File: src/rtl/demultiplexador_buffer_pkg.sv
// Shared constants and width helpers for the two-channel demux buffer.
package demultiplexador_buffer_pkg;

   localparam int DATA_BITS_DEF  = 32;
   localparam int FIFO_DEPTH_DEF = 4;

   // Pointer width: log2 of the channel depth (depth is a power of two, >= 2).
   function automatic int ptr_width(input int depth);
      return (depth > 1) ? $clog2(depth) : 1;
   endfunction

   // Count width: one extra bit so a full channel (count == depth) is representable.
   function automatic int cnt_width(input int depth);
      return ptr_width(depth) + 1;
   endfunction

   localparam int PTR_W_DEF = ptr_width(FIFO_DEPTH_DEF);
   localparam int CNT_W_DEF = cnt_width(FIFO_DEPTH_DEF);

endpackage

File: src/rtl/demultiplexador_buffer_fila_canal.sv
// One output channel: circular FIFO with occupancy count, full/empty flags
// and a valid/ready output port. Pop is qualified here; push is pre-steered.
module fila_canal
   import demultiplexador_buffer_pkg::*;
#(
   parameter  int DATA_BITS  = DATA_BITS_DEF,
   parameter  int FIFO_DEPTH = FIFO_DEPTH_DEF,
   localparam int PTR_W      = ptr_width(FIFO_DEPTH),
   localparam int CNT_W      = cnt_width(FIFO_DEPTH)
) (
   input  logic                 clock,
   input  logic                 reset,
   input  logic                 push,
   input  logic [DATA_BITS-1:0] push_data,
   input  logic                 pop_ready,
   output logic                 out_valid,
   output logic [DATA_BITS-1:0] out_data,
   output logic [CNT_W-1:0]     count,
   output logic                 full
);

   logic [DATA_BITS-1:0] mem [FIFO_DEPTH];
   logic [PTR_W-1:0]     wr_ptr;
   logic [PTR_W-1:0]     rd_ptr;
   logic                 do_push;
   logic                 do_pop;

   assign full      = (count == CNT_W'(FIFO_DEPTH));
   assign out_valid = (count != '0);
   assign out_data  = mem[rd_ptr];

   // A full channel refuses the word even if it is being popped this edge;
   // an empty channel ignores the consumer's ready.
   assign do_push = push && !full;
   assign do_pop  = out_valid && pop_ready;

   // Storage write: only the entry under the write pointer changes.
   // NOTE: the data array has no reset; emptiness is carried by count alone,
   // so clearing storage would only cost flops and reset fan-out.
   always_ff @(posedge clock) begin
      if (do_push) mem[wr_ptr] <= push_data;
   end

   // Pointer and occupancy state; pointers wrap naturally at FIFO_DEPTH.
   // NOTE: state registers use non-blocking assignments so every flop samples
   // pre-edge values regardless of statement order.
   always_ff @(posedge clock or posedge reset) begin
      if (reset) begin
         wr_ptr <= '0;
         rd_ptr <= '0;
         count  <= '0;
      end else begin
         if (do_push) wr_ptr <= wr_ptr + PTR_W'(1);
         if (do_pop)  rd_ptr <= rd_ptr + PTR_W'(1);
         unique case ({do_push, do_pop})
            2'b10:   count <= count + CNT_W'(1);
            2'b01:   count <= count - CNT_W'(1);
            default: count <= count;
         endcase
      end
   end

endmodule

File: src/rtl/demultiplexador_buffer.sv
// Two-way demultiplexer feeding two independent buffered output channels.
// The top only steers the upstream word and muxes back the selected ready.
module demultiplexador_buffer
   import demultiplexador_buffer_pkg::*;
#(
   parameter  int DATA_BITS  = DATA_BITS_DEF,
   parameter  int FIFO_DEPTH = FIFO_DEPTH_DEF,
   localparam int CNT_W      = cnt_width(FIFO_DEPTH)
) (
   input  logic                 clock,
   input  logic                 reset,
   input  logic                 selector,
   input  logic                 in_valid,
   input  logic [DATA_BITS-1:0] in_data,
   output logic                 in_ready,
   output logic                 out0_valid,
   output logic [DATA_BITS-1:0] out0_data,
   input  logic                 out0_ready,
   output logic                 out1_valid,
   output logic [DATA_BITS-1:0] out1_data,
   input  logic                 out1_ready,
   output logic [CNT_W-1:0]     count0,
   output logic [CNT_W-1:0]     count1
);

   logic full0;
   logic full1;
   logic push0;
   logic push1;

   // Ready follows the addressed channel only; push goes to that channel only.
   // NOTE: every output of this block gets a default first, so no path can
   // leave a value unassigned and infer a latch.
   always_comb begin
      in_ready = 1'b0;
      push0    = 1'b0;
      push1    = 1'b0;
      in_ready = selector ? !full1 : !full0;
      push0    = in_valid && in_ready && !selector;
      push1    = in_valid && in_ready &&  selector;
   end

   fila_canal #(
      .DATA_BITS  (DATA_BITS),
      .FIFO_DEPTH (FIFO_DEPTH)
   ) u_canal0 (
      .clock     (clock),
      .reset     (reset),
      .push      (push0),
      .push_data (in_data),
      .pop_ready (out0_ready),
      .out_valid (out0_valid),
      .out_data  (out0_data),
      .count     (count0),
      .full      (full0)
   );

   fila_canal #(
      .DATA_BITS  (DATA_BITS),
      .FIFO_DEPTH (FIFO_DEPTH)
   ) u_canal1 (
      .clock     (clock),
      .reset     (reset),
      .push      (push1),
      .push_data (in_data),
      .pop_ready (out1_ready),
      .out_valid (out1_valid),
      .out_data  (out1_data),
      .count     (count1),
      .full      (full1)
   );

endmodule

File: config.mk
export PLATFORM = sky130hd
export DESIGN_NAME = demultiplexador_buffer
export DESIGN_NICKNAME = d
export VERILOG_FILES = /design/src/rtl/demultiplexador_buffer_pkg.sv /design/src/rtl/demultiplexador_buffer_fila_canal.sv /design/src/rtl/demultiplexador_buffer.sv
export SDC_FILE = /design/constraint.sdc
export NUM_CORES = 1
export LEC_CHECK = 0
export CORE_MARGIN = 5
export CORE_UTILIZATION = 40
export DETAILED_ROUTE_END_ITERATION = 16
export HOLD_SLACK_MARGIN = 0.12
export PLACE_DENSITY_LB_ADDON = 0.2
export SETUP_SLACK_MARGIN = 0.2
export SYNTH_ARGS = -nofsm -noshare
export SYNTH_HDL_FRONTEND = slang
export SYNTH_HIERARCHICAL = 1
export SYNTH_SLANG_ARGS = --single-unit
File: constraint.sdc
create_clock -name clock -period 2.6 [get_ports clock]
set_input_delay 0.26 -clock clock [delete_from_list [all_inputs] [get_ports clock]]
set_output_delay 0.26 -clock clock [all_outputs]
set_load 0.05 [all_outputs]
==> flow_metrics.tcl <==
set metrics [dict create \
    critical_path.startpoint_type "register" \
    ys_ff_latch 270 \
    num_rows 58 \
    fin_cells 910 \
    num_antenna_cells 0 \
    p_leak_nw 4.28 \
    grt_pass1_vias 5068 \
    cts_sinks 270 \
    firstDrtPassIters 4 \
    final_nets 609 \
    final_area_um2 12700 \
    drtAntennaViolNets 0 \
    whs_ns 0.476 \
    async_flop_share_pct 5.19 \
    critPathArrivalTime_ns 2.07 \
    yosysSeqAreaShare_pct 78.7 \
    dp.cells 854 \
    reg2regPathDepth 10 \
    total_power_mw 16.0 \
    hold_class "input port to register" \
    maxCapViolCount 0 \
    cts_max_level 1 \
    fp.dieArea_um2 28800 \
    syn_to_final_growth_pct 23.9 \
    yosysMostFrequentCell "edfxtp_1" \
    grt.total_usage_pct 14.5 \
    fmax_ghz 0.429 \
    dpl-instance-area_um2 11700 \
    vias 4602 \
    drcViolationCount 0 \
    synthSimpleGateAreaFrac_pct 1.33 \
    multi_input_area_um2 1960 \
    synth_top_family_by_area "multiplexers" \
    synthMuxAreaShare_pct 14.9 \
    relSlewSlack_pct 64.4 \
    gp_congestion 0.769 \
    synth_commonest_cells "edfxtp_1, mux4_2, dfrtp_1, inv_1, ha_1" \
    synthAdderAreaFrac_pct 1.62 \
    synth_top_area_share_pct 75.2 \
    syn_avg_cell_area_um2 24.6 \
    synth_top_cell_by_area "edfxtp_1" \
    synth_xor_area_share_pct 1.03 \
    wl_per_cell_um 22.6 \
    synth_area_um2 10200 \
    end_kind "output pin" \
    seq_area_um2 8050 \
    drt-initial-drc-count 276 \
    ys_types 24 \
    setup-tns-final_ns 0 \
    hold_depth 1 \
    grt_setup_unrepaired "yes" \
    cts_tree "done" \
    synth_flop_cell "edfxtp_1" \
    maxSlewViolCount 0 \
    power_density_nw_per_um2 1260 \
    netlist_top_cells_area "edfxtp_1, mux4_2, dfrtp_1" \
    rrSetupSlack_ns 0.31 \
    hold_viol 0 \
    die_h_um 170 \
    core_um2 25200 \
    synth_compound_area_share_pct 0.171 \
    clock_tree.root_cell "clkbuf_16" \
    finalSetupViolCount 0 \
    cts_made_buffers 27 \
    antenna_found_initial 0 \
    utilization_pct 50.3 \
    period_minus_slack_ns 2.33 \
    synthCells 415 \
    syn-num-nets 465 \
    layout_setup_ws_ns 0.271 \
    crit_required_ns 2.34 \
    portBuffers 110 \
    ioPinCount 111 \
    status "completed" \
    grt_pass1_wl_mm 31.4 \
    dp_slack_ns 0.234 \
    yosysWarnings 6 \
    ir_worst_vdd_uv 914 \
    crit_type "register to output pin" \
    start_util_pct 40.6 \
    totalWireLength_mm 20.6 \
    drive_above_1_share_pct 35.2 \
    hpwl_mm 12.0 \
    clk_pin_slew_ns 0.06 \
    synth_edf_count 256 \
    die_width_um 170 \
    finClkSkew_ns 0.00878 \
    finalCritPeriodShare_pct 89.6 \
    fill_cells 2013 \
    path_max_fanout 6 \
    grt_overflow 0 \
    insertion_delay_ns 0.52 \
    worst_pin_slew_ns 0.533 \
    via_per_inst 5.06 \
    cts_buffer_depth 3 \
    grt_max_degree 33 \
]
## cells in the final DEF, fill, tap and decap left out, drive strengths merged
| master | count |
|---|---|
| nand2 | 2 |
| buf | 74 |
| mux2 | 2 |
| xnor2 | 6 |
| and2 | 8 |
| inv | 15 |
| nor3b | 3 |
| bufinv | 4 |
| xor2 | 6 |
| fa | 2 |
| nor2b | 2 |
| and3b | 1 |
| dlymetal6s2s | 2 |
| clkinv | 11 |
| clkbuf | 35 |
| edfxtp | 256 |
| clkdlybuf4s50 | 44 |
| mux2i | 3 |
| ha | 10 |
| o31a | 2 |
| dfrtp | 14 |
| clkinvlp | 3 |
| clkdlybuf4s15 | 6 |
| dlygate4sd3 | 1 |
| mux4 | 64 |
| nor2 | 2 |
| or3 | 2 |
## metal layers
metal,GRT usage (%),up-vias,wire length [um]
li1,-,2024,-
met1,19.1,2466,8610
met3,2.86,24,910
met5,0,-,0
met4,2.94,0,272
met2,25.4,88,10800
## what timing repair did
| item | in CTS | in global routing |
|---|---|---|
| setup endpoints to repair | 56 | 11 |
| pin swaps | 0 | 1 |
| setup buffers | 5 | 0 |
| resized for setup | 27 | 15 |
| hold endpoints to repair | 14 | 0 |
| hold buffers | 1 | 0 |
## worst max-delay path: stages, from the launching register on
cell and delay, ns:
dfrtp_2 0.45, or3_1 0.39, clkdlybuf4s50_1 0.71
## where the power goes
part           internal [mW]  switching (mW)
logic                   2.35            4.05
registers               5.37           0.361
clock network           2.30            1.54
total                   10.0            5.95
## registers in the layout, indices dropped and copies added (netlist names)
signal / cells
u_canal0/wr_ptr: 2
u_canal1/wr_ptr: 2
u_canal1/count: 3
u_canal0/rd_ptr: 2
u_canal0/mem: 128
u_canal0/count: 3
u_canal1/rd_ptr: 2
u_canal1/mem: 128
## logic make-up (layout without fill, tap and decap cells)
group,count (synthesis),count (layout)
AOI/OAI and AO/OA,2,2
muxes,69,69
and+or+nand+nor,20,20
DFF,270,270
adders and majority gates,12,12
xor gates and xnor gates,12,12
buffers and inverters,30,195
## layout make-up
type / count / share of cell area (%)
Clock buffer: 31 / 5.46
Clock inverter: 19 / 1.59
Inverter: 14 / 0.415
Multi-Input combinational cell: 115 / 15.5
Sequential cell: 270 / 63.6
Tap cell: 330 / 3.26
Timing Repair Buffer: 131 / 10.2
## final timing paths
| kind | from | end |
|---|---|---|
| min reg2reg | u_canal1/count[2] | u_canal1/count[2] |
| max | u_canal1/count[0] | out1_valid |
| max in group asynchronous | reset | u_canal1/rd_ptr[0] |
| max reg2reg | u_canal1/count[1] | u_canal1/count[2] |
| min in group asynchronous | reset | u_canal0/rd_ptr[1] |
| min | in_data[21] | u_canal0/mem[0][21] |
(Power assumes the default switching activity.)
